<file path="config.mk">
export PLATFORM = sky130hd
export DESIGN_NAME = calc_sequencer
export DESIGN_NICKNAME = d
export VERILOG_FILES = /design/src/rtl/calc_pkg.sv /design/src/rtl/calc_sequencer_decimal_entry.sv /design/src/rtl/calc_sequencer.sv
export SDC_FILE = /design/constraint.sdc
export NUM_CORES = 1
export LEC_CHECK = 0
export ABC_AREA = 1
export CELL_PAD_IN_SITES_DETAIL_PLACEMENT = 0
export CELL_PAD_IN_SITES_GLOBAL_PLACEMENT = 2
export CORE_UTILIZATION = 28
export CTS_CLUSTER_SIZE = 8
export DETAILED_ROUTE_END_ITERATION = 8
export PLACE_DENSITY = 0.78
export REMOVE_ABC_BUFFERS = 1
export SYNTH_ARGS = -nofsm -noshare
export SYNTH_HDL_FRONTEND = slang
export SYNTH_SLANG_ARGS = --single-unit
</file>
<file path="constraint.sdc">
create_clock -name Clock -period 2.5 [get_ports Clock]
set_clock_uncertainty 0.05 [all_clocks]
set_input_delay 0.625 -clock Clock [delete_from_list [all_inputs] [get_ports Clock]]
set_output_delay 0.625 -clock Clock [all_outputs]
set_load 0.03 [all_outputs]
</file>
<file path="src/rtl/calc_pkg.sv">
// Shared types and constants for the calculator keypad sequencer.
// Key codes 0-9 are digits; the op keys map onto the one-hot operation bus.
package calc_pkg;

    typedef enum logic [3:0] {
        StEnterA,
        StSetupA,
        StLoadA,
        StEnterB,
        StSetupB,
        StLoadB,
        StStart,
        StWait,
        StLoadR,
        StShow
    } state_e;

    localparam logic [3:0] KeyAdd = 4'd10;
    localparam logic [3:0] KeySub = 4'd11;
    localparam logic [3:0] KeyMul = 4'd12;
    localparam logic [3:0] KeyDiv = 4'd13;
    localparam logic [3:0] KeyEq  = 4'd14;
    localparam logic [3:0] KeyClr = 4'd15;

    localparam logic [3:0] OpNone = 4'b0000;
    localparam logic [3:0] OpAdd  = 4'b1000;
    localparam logic [3:0] OpSub  = 4'b0100;
    localparam logic [3:0] OpMul  = 4'b0010;
    localparam logic [3:0] OpDiv  = 4'b0001;

    function automatic logic [3:0] key_to_op(input logic [3:0] key);
        logic [3:0] op;
        case (key)
            KeyAdd:  op = OpAdd;
            KeySub:  op = OpSub;
            KeyMul:  op = OpMul;
            KeyDiv:  op = OpDiv;
            default: op = OpNone;
        endcase
        return op;
    endfunction

    // ENTER_B is excluded: it accepts keys, so it cannot count as busy.
    function automatic logic is_busy(input state_e s);
        return s inside {StSetupA, StLoadA, StSetupB, StLoadB, StStart, StWait, StLoadR};
    endfunction

endpackage

</file>
<file path="src/rtl/calc_sequencer_decimal_entry.sv">
// Decimal operand accumulator: value*10 + digit, refusing any digit that would exceed 255.
module decimal_entry (
    input  logic       clk_i,
    input  logic       rst_i,
    input  logic       clr_i,
    input  logic       load_i,
    input  logic       digit_valid_i,
    input  logic [3:0] digit_i,
    output logic [7:0] value_o,
    output logic       overflow_o
);

    logic [7:0]  value_q, value_d;
    logic [11:0] next_val;

    // overflow_o reflects the digit on digit_i whether or not it is applied,
    // so the caller can decide without a combinational loop.
    always_comb begin
        next_val   = {4'd0, value_q} * 12'd10 + {8'd0, digit_i};
        overflow_o = next_val > 12'd255;
        value_d    = value_q;
        if (clr_i) begin
            value_d = 8'd0;
        end else if (load_i) begin
            value_d = {4'd0, digit_i};
        end else if (digit_valid_i && !overflow_o) begin
            value_d = next_val[7:0];
        end
    end

    always_ff @(posedge clk_i) begin
        if (rst_i) begin
            value_q <= 8'd0;
        end else begin
            value_q <= value_d;
        end
    end

    assign value_o = value_q;

endmodule

</file>
<file path="src/rtl/calc_sequencer.sv">
// Keypad-side control sequencer: builds decimal operands from key strobes and
// drives the arithmetic unit's load/start/result handshake.
module calc_sequencer
    import calc_pkg::*;
#(
    parameter int unsigned ADDSUB_WAIT = 2,
    parameter int unsigned TIMEOUT     = 64
) (
    input  logic       Clock,
    input  logic       reset,
    input  logic       key_valid,
    input  logic [3:0] key_code,
    input  logic       Halt,
    output logic [7:0] IN,
    output logic [3:0] operation,
    output logic       ldA,
    output logic       ldB,
    output logic       Start,
    output logic       Loadresult,
    output logic       Clear,
    output logic [7:0] entry,
    output logic       busy,
    output logic       err
);

    localparam int unsigned CntMax = (TIMEOUT > ADDSUB_WAIT) ? TIMEOUT : ADDSUB_WAIT;
    localparam int unsigned CntW   = (CntMax > 1) ? $clog2(CntMax) : 1;
    localparam logic [CntW-1:0] AddsubLast  = CntW'(ADDSUB_WAIT - 1);
    localparam logic [CntW-1:0] TimeoutLast = CntW'(TIMEOUT - 1);

    state_e          state_q, state_d;
    logic [7:0]      in_q, in_d;
    logic [3:0]      op_q, op_d;
    logic [CntW-1:0] cnt_q, cnt_d;
    logic            err_q, err_d;
    logic            clear_q, clear_d;
    logic            lda_q, ldb_q, start_q, loadr_q, busy_q;

    logic            de_clr, de_load, de_digit, de_overflow;
    logic [7:0]      entry_val;
    logic            key_digit, key_op;

    decimal_entry u_entry (
        .clk_i         (Clock),
        .rst_i         (reset),
        .clr_i         (de_clr),
        .load_i        (de_load),
        .digit_valid_i (de_digit),
        .digit_i       (key_code),
        .value_o       (entry_val),
        .overflow_o    (de_overflow)
    );

    always_comb begin
        state_d   = state_q;
        in_d      = in_q;
        op_d      = op_q;
        cnt_d     = cnt_q;
        err_d     = err_q;
        clear_d   = 1'b0;
        de_clr    = 1'b0;
        de_load   = 1'b0;
        de_digit  = 1'b0;
        key_digit = key_code <= 4'd9;
        key_op    = key_code inside {[KeyAdd:KeyDiv]};

        if (key_valid && key_code == KeyClr) begin
            state_d = StEnterA;
            in_d    = 8'd0;
            op_d    = OpNone;
            cnt_d   = '0;
            err_d   = 1'b0;
            clear_d = 1'b1;
            de_clr  = 1'b1;
        end else begin
            unique case (state_q)
                StEnterA, StEnterB: begin
                    if (key_valid) begin
                        if (key_digit) begin
                            de_digit = 1'b1;
                            err_d    = de_overflow;
                        end else if (key_op) begin
                            err_d = 1'b0;
                            op_d  = key_to_op(key_code);
                            if (state_q == StEnterA) begin
                                in_d    = entry_val;
                                state_d = StSetupA;
                            end
                        end else if (key_code == KeyEq && state_q == StEnterB) begin
                            if (op_q == OpDiv && entry_val == 8'd0) begin
                                err_d   = 1'b1;
                                de_clr  = 1'b1;
                                state_d = StEnterA;
                            end else begin
                                err_d   = 1'b0;
                                in_d    = entry_val;
                                state_d = StSetupB;
                            end
                        end
                    end
                end
                StSetupA: state_d = StLoadA;
                StLoadA: begin
                    de_clr  = 1'b1;
                    state_d = StEnterB;
                end
                StSetupB: state_d = StLoadB;
                StLoadB:  state_d = StStart;
                StStart: begin
                    cnt_d   = '0;
                    state_d = StWait;
                end
                StWait: begin
                    if (op_q == OpAdd || op_q == OpSub) begin
                        if (cnt_q == AddsubLast) begin
                            state_d = StLoadR;
                        end else begin
                            cnt_d = cnt_q + 1'b1;
                        end
                    end else if (Halt && cnt_q != '0) begin
                        // The first WAIT cycle ignores Halt, which may still be
                        // left over from the previous operation.
                        state_d = StLoadR;
                    end else if (cnt_q == TimeoutLast) begin
                        err_d   = 1'b1;
                        clear_d = 1'b1;
                        op_d    = OpNone;
                        de_clr  = 1'b1;
                        state_d = StEnterA;
                    end else begin
                        cnt_d = cnt_q + 1'b1;
                    end
                end
                StLoadR: state_d = StShow;
                StShow: begin
                    if (key_valid && key_digit) begin
                        err_d   = 1'b0;
                        de_load = 1'b1;
                        state_d = StEnterA;
                    end else if (key_valid && key_op) begin
                        // Chain on the held result: A already holds it, go straight to B.
                        err_d   = 1'b0;
                        op_d    = key_to_op(key_code);
                        de_clr  = 1'b1;
                        state_d = StEnterB;
                    end
                end
                default: state_d = StEnterA;
            endcase
        end
    end

    always_ff @(posedge Clock) begin
        if (reset) begin
            state_q <= StEnterA;
            in_q    <= 8'd0;
            op_q    <= OpNone;
            cnt_q   <= '0;
            err_q   <= 1'b0;
            clear_q <= 1'b0;
            lda_q   <= 1'b0;
            ldb_q   <= 1'b0;
            start_q <= 1'b0;
            loadr_q <= 1'b0;
            busy_q  <= 1'b0;
        end else begin
            state_q <= state_d;
            in_q    <= in_d;
            op_q    <= op_d;
            cnt_q   <= cnt_d;
            err_q   <= err_d;
            clear_q <= clear_d;
            lda_q   <= state_d == StLoadA;
            ldb_q   <= state_d == StLoadB;
            start_q <= state_d == StStart;
            loadr_q <= state_d == StLoadR;
            busy_q  <= is_busy(state_d);
        end
    end

    assign IN         = in_q;
    assign operation  = op_q;
    assign ldA        = lda_q;
    assign ldB        = ldb_q;
    assign Start      = start_q;
    assign Loadresult = loadr_q;
    assign Clear      = clear_q;
    assign entry      = entry_val;
    assign busy       = busy_q;
    assign err        = err_q;

endmodule

</file>
# Word level (Yosys, flattened, before mapping)
# Index checks and enable logic that the tools add are counted.
# totals
ff_bits	37
in_bits	8
output_inout_bits	27
word_cells	155
# classes
n_addsub	2
mul	1
magnitude_cmp	4
eq_ne	42
n_mux	66
n_bitwise	1
reduce_logical	26
# ops
op	count
$mux 4	22
$eq 4x4->1 const B	10
$eq 4x3->1 const B	9
$pmux 4 s9	1
$mux 8	4
$mux 1	29
$mux 6	4
$ne 2x2->1 const B	9
$pmux 4 s4	1
$add 12x4->12	1
$eq 4x1->1 const B	3
$eq 4x2->1 const B	3
$gt 12x8->1 const B	1
$ne 3x3->1 const B	4
$pmux 4 s3	1
$pmux 6 s2	1
$mul 8x3->11 const B	1
$reduce_and 9->1	1
$le 4x4->1 const B	2
$logic_and 1x1->1	8
$logic_not 8->1	1
$reduce_and 7->1	1
$reduce_bool 7->1	1
$add 6x1->6 const B	1
other kinds (19)	23

# Logic depth before layout (Yosys ltp)
# logic_depth
depth_word	11
depth_mapped	15
depth_no_buf	15

# Cells and area by module
# A second synthesis with hierarchy kept.
# unflattened
hier_cells	384
area_unflattened_um2	2643.8
# by_module_without_submodules
mod	instances	cells_per_inst	area_per_inst_um2	seq_area_each_um2
calc_sequencer	1	255	1720.4	580.6
decimal_entry	1	129	923.4	160.2

# Least setup slack after synthesis
# Ideal clock, no wire load.
# synth_path
path_kind	register -> register
start	register u_entry.value_q[1], in the netlist u_entry.value_o[1]
end	register u_entry.value_q[1], in the netlist u_entry.value_o[1]
setup_time_ps	70
arrival_time_ps	2548
required_time_ps	2380
setup_slack_ps	-168
path_stages_with_launch	15
n_path_buf	0
synth_period_minus_slack_ps	2668
path_cell_list	dfxtp_1 > ha_1 > ha_1 > fa_1 > xor2_1 > nand2_1 > nor2_2 > nand3_1 > nand2_1 > nand2_2 > nor2_4 > nand2_4 > nand2_4 > nand2_1 > a21oi_1
# synth_via
elab_chain_cells	10
word_cells_on_any_way	16
classes_between	add/sub: 1; mul: 1; order compare: 1; mux: 7; reduce/logical: 6
# synth_rtl
item	line_no	text
from (decl)	calc_sequencer_decimal_entry.sv:13	logic [7:0] value_q, value_d;
from (signal assigned)	calc_sequencer_decimal_entry.sv:35	value_q <= value_d;
parallel branches: the longest is 10 deep, another holds $add 12x4->12	n/a	
# Parallel ways; which one is timed is not known.
# A chain may end at the register's enable or synchronous reset.

# Worst setup path in the final report
# Ends and elaborated chain as after synthesis.

==> results.cfg <==
[place]
numPortBuffers = 34
dpl.hpwl_mm = 5.89
dpl_cell_area_um2 = 3470
place_ws_ns = -0.291
place_inst = 570
gp_congestion = 0.813

[cts]
cts_buffers = 5
numClockSinks = 37
root_buffer = clkbuf_8
clk_pin_slew_ns = 0.08
cts_tree = built
cts.htree.levels = 2
clock_path_buffers = 2
clock_latency_ns = 0.30
holdBufCountCts = 0

[logic_synthesis]
synthCells = 384
synth-seq-area-share_pct = 27.9
synth-seq-cells = 37
ys_top_cells_by_count = nand2_1 (89), inv_1 (46), dfxtp_1 (37)
yosysUniqueCellTypes = 44
synthAdderAreaFrac_pct = 10.0
synth.most_common_cell = nand2_1
synth_edf_count = 0
synth_top_family_by_area = simple AND/OR/NAND/NOR gates
synth-xor-area-share_pct = 0.990
netlist.area_leader.share_pct = 27.9
syn_avg_cell_area_um2 = 6.91
async_flop_share_pct = 0
synth.cell_area_um2 = 2650
synth_mux_area_share_pct = 0
yosys.area_share.simple_pct = 38.7
synth_ff_type = dfxtp_1
synth.area.top_cells = dfxtp_1 (28%), nand2_1 (13%), ha_1 (8.5%), inv_1 (6.5%), nand3_1 (6.4%)
synth_compound_area_share_pct = 13.7
ys.warnings.count = 0
synth_area_leader_cell = dfxtp_1

[sta]
finalHoldViolations = 0
finalCritPeriodShare_pct = 96.3
hold_ws_ns = 0.449
fin_ws_ns = 0.0927
min_period_ns = 2.41
worstMarginPinSlew_ns = 0.449
setup_viol = 0
rsz0062_at_grt = true
max_freq_ghz = 0.415
finalSetupTns_ns = 0
slew_viol_final = 0
max-slew-margin-rel_pct = 69.8

[drt]
drt_iter0_markers = 92
drc = 0
post_drt_wl_per_cell_um = 12.5
ant_nets = 0
wl_mm = 7.30
drtPass1Iterations = 4
via_count = 2718
viasPerCell = 4.67

[critical_path]
worst-setup-path-type = flop to flop
reg2reg_slack_ns = 0.09
start_kind = flop
worstPathMaxFanout = 5
reg2reg_from = u_entry.value_o[1]
cp.arrival_ns = 2.59
path_cells = ha_4 -> ha_4 -> fa_2 -> xor2_1 -> nand2_1 -> nor2_2 -> nand3_1 -> nand2_1 -> nand2_2 -> nor2_4 -> nand2_4 -> nand2_4 -> nand2_2 -> a21oi_2
cp-end-kind = flop
crit_slowest_cell = dfxtp_2
cp_data_required_time_ns = 2.68
worstReg2RegEnd = u_entry.value_o[1]
slowest_delay_ns = 0.35
ff2ff_path_depth = 14

[die]
num_rows = 35
die_y_um = 99.4
core_area_um2 = 9200
die-area_um2 = 9870
dieWidth_um = 99.4
ioPinCount = 35
initial_core_util_pct = 28.9

[hold_path]
holdCritStartpoint = operation[2]
hold_depth = 2
worstHoldPathType = flop to flop
holdPathEnd = operation[2]

[power_and_ir_drop]
p_comb_share_pct = 43.2
power.share.clock_pct = 27.2
switching_share_pct = 37.2
intPower_mw = 1.50
p_seq_share_pct = 29.6
post-layout-total-power_mw = 2.39
powerDensity_nw_per_um2 = 637
irDropWorstVdd_mv = 0.312
p_leak_nw = 1.73
power_switching_mw = 0.892

[layout]
fin_cells = 582
final_area_um2 = 3760
diodes = 0
area_growth_pct = 41.6
nets = 498
final_util_pct = 40.9
final_layout_size_suffix_gt1_share_pct = 26.1

[run_status]
status = finished, final reports clean

[global_route]
grt_max_degree = 17
antenna_found_initial = 0
grt_first_pass_wirelength_mm = 12.1
grt_overflow_total = 0
grt_use_total_pct = 15.5
grt_pass1_vias = 2567

[flow_run]
max_cap_viol_count = 0
## cell families (layout without fill, tap and decap cells)
kind of cell    count (synthesis)  in the layout
compound gates                 59             59
simple gates                  207            208
flops                          37             37
buf+inv                        58            144
fa+ha+maj                      20             20
xor+xnor                        3              3
## layer usage
metal / share of wire [%] / GRT usage (%) / vias to the layer above
met3: 3.8 / 2.53 / 5
met1: 52 / 22.5 / 1230
li1: - / - / 1437
met5: 0 / 0 / -
met4: 0.62 / 3.39 / 0
met2: 43 / 23.9 / 46
## worst max path at each step
stage / from / endpoint / slack [ns] / cells past startpoint
2_1_floorplan: u_entry.value_o[1] / u_entry.value_o[1] / -0.18 / 14
3_3_place_gp: key_code[2] / u_entry.value_o[3] / -0.26 / 14
3_5_place_dp: key_code[2] / u_entry.value_o[1] / -0.29 / 14
4_1_cts: u_entry.value_o[1] / u_entry.value_o[1] / 0.008 / 14
5_1_grt: u_entry.value_o[1] / u_entry.value_o[1] / -0.07 / 14
6_report: u_entry.value_o[1] / u_entry.value_o[1] / 0.09 / 14
## final cells by class
class / instances / area (um2)
clock buffer: 5 / 68.8
clock inverter: 3 / 68.8
fill: 981 / 5440
inverter: 54 / 208
multi-input combinational: 290 / 1800
sequential: 37 / 747
tap: 111 / 139
timing repair buffer: 82 / 724
## cells in the final DEF (no fill, tap or decap), drive strengths merged, types with 2 or more instances in the layout
cell	netlist	final
o21a	2	2
o21bai	2	2
o21ai	19	19
bufinv	0	2
or2	4	4
nand2	102	103
inv	54	55
a211oi	3	3
clkbuf	2	5
xor2	3	3
nand3	36	36
clkdlybuf4s50	0	33
nor4	2	2
dfxtp	37	37
buf	2	48
fa	2	2
ha	18	18
a21oi	29	29
nor2	42	42
nand4	11	11
nor3	5	5
nand3b	3	3
## timing repair
item,in CTS,in global routing
resized for setup,4,21
pin swaps,5,12
setup endpoints to repair,5,8
buffers inserted,0,3
gates cloned,1,0
## state kept, by name, indices dropped and copies added, names as in the netlist
signal / flops
IN: 8
operation: 4
ldA: 1
busy: 1
state_q: 4
ldB: 1
err: 1
Loadresult: 1
Start: 1
Clear: 1
u_entry.value_o: 8
cnt_q: 6
## power by group through the flow
stage	logic (mW)	registers (mW)	clock network (mW)
after floorplan	0.490	0.826	0
after global routing	1.15	0.718	0.689
after detailed placement	0.967	0.717	0
final	1.03	0.709	0.651
after global placement	0.967	0.718	0
after CTS	0.981	0.704	0.666
## critical path, delay by kind of cell, from the launching register on
family,cells,cell delay [ns]
and+or+nand+nor,9,0.89
DFF,1,0.35
AOI/OAI and AO/OA,1,0.13
xor gates and xnor gates,1,0.18
adders and majority gates,3,0.74
No activity file was read; power rests on OpenSTA's default activity.
==> RTL change: new RTL, same settings <==
Take the reset off `in_q` and load it in a clocked block of its own.
--- a/src/rtl/calc_sequencer.sv
+++ b/src/rtl/calc_sequencer.sv
@@ -155,3 +155,2 @@
             state_q <= StEnterA;
-            in_q    <= 8'd0;
             op_q    <= OpNone;
@@ -167,3 +166,2 @@
             state_q <= state_d;
-            in_q    <= in_d;
             op_q    <= op_d;
@@ -178,2 +176,6 @@
         end
+    end
+
+    always_ff @(posedge Clock) begin
+        in_q <= in_d;
     end
Check against the original RTL: differs if reset is asserted again (counterexample within 4 cycles, from zero or initial values and one cycle with reset high); with reset held inactive, the same outputs for 4 cycles.
==> RTL change against the unedited design <==
  * The run now ends with negative setup slack left
  * Setup slack got worse by 0.23 ns
  * Via count decreased by 2.4%
  * Critical path depth increased by 1
  * Power increased by 8.9%
  * Cell area decreased by 3.5%
  * Sequential cell count unchanged
  * Synthesized area decreased by 2.5%
  * Wire length decreased by 2.0%
  * Critical path type unchanged
  * Largest power group unchanged
==> RTL change: results <==
[outcome]
run_status = finished with violations
violations_in_the_final_reports = negative setup slack

[setup_path]
worst_r2r_path_depth = 15
setup.worst_path.end = u_entry.value_o[4]
setup.reg_to_reg.worst_slack_ns = -0.14
crit_path_max_incr_delay_ns = 0.55
crit_slowest_cell = fa_1
highest_net_fanout_along_the_worst_path = 7

[route]
drt-vias-per-instance = 4.54
firstDrtPassIters = 8
met2RoutedLength_um = 3080
met1Wirelength_um = 3880
detail_route.wirelength_um = 7160

[grt]
grt_start_max_net_pins = 14
use_met2 = 0.245
global_route.usage.met1 = 0.233
total_global_route_track_usage = 0.160

[timing]
fin_setup_tns_ns = -0.880
finalSetupViolations = 9
postLayoutSetupSlackWorst_ns = -0.135
relSlewSlack = 0.781

[yosys]
synth_sequential_area_ratio = 0.286
synth_compound_gate_area_share = 0.112
yosys.area_share.adder = 0.102
muxShareOfSynthArea = 0.00387
synth_commonest_cells = nand2_1 (85), nor2_1 (55), inv_1 (41)
xor_xnor_portion_of_the_synthesized_cell_area = 0.0203

[pwr]
clockNetworkPower_mw = 0.539
switching_share = 0.403
total_leakage_power_nw = 1.68

[placement]
placed_cells = 569
gpl.final_weighted_congestion = 0.814
dpl.hpwl_um = 5810

[final_layout]
fillCellCount = 953
layout.nets = 503
## RTL change: area by class of cell
class / instances / share of cell area
clock buffer: 5 / 0.0190
clock inverter: 3 / 0.0128
inverter: 48 / 0.0510
multi-input combinational: 297 / 0.472
sequential: 37 / 0.205
tap: 108 / 0.0372
timing repair buffer: 86 / 0.202
## RTL change: worst max-delay path: cells and delay by family (launching register included)
family	cells	cell delay (ns)
AND/OR/NAND/NOR	7	0.64
flip-flops	1	0.34
buffers and inverters	3	0.32
AO/OA/AOI/OAI	2	0.22
adder cells (fa/ha/maj)	3	0.95
## RTL change: worst min path at each step
stage                         from        to  slack [ns]  cells after the start
final                        IN[0]     IN[0]        0.44                      2
after global routing         IN[2]     IN[2]        0.47                      2
after CTS                    IN[0]     IN[0]        0.44                      2
after detailed placement     IN[0]     IN[0]        0.43                      2
after global placement       IN[0]     IN[0]        0.41                      2
after floorplan           cnt_q[2]  cnt_q[2]        0.42                      2
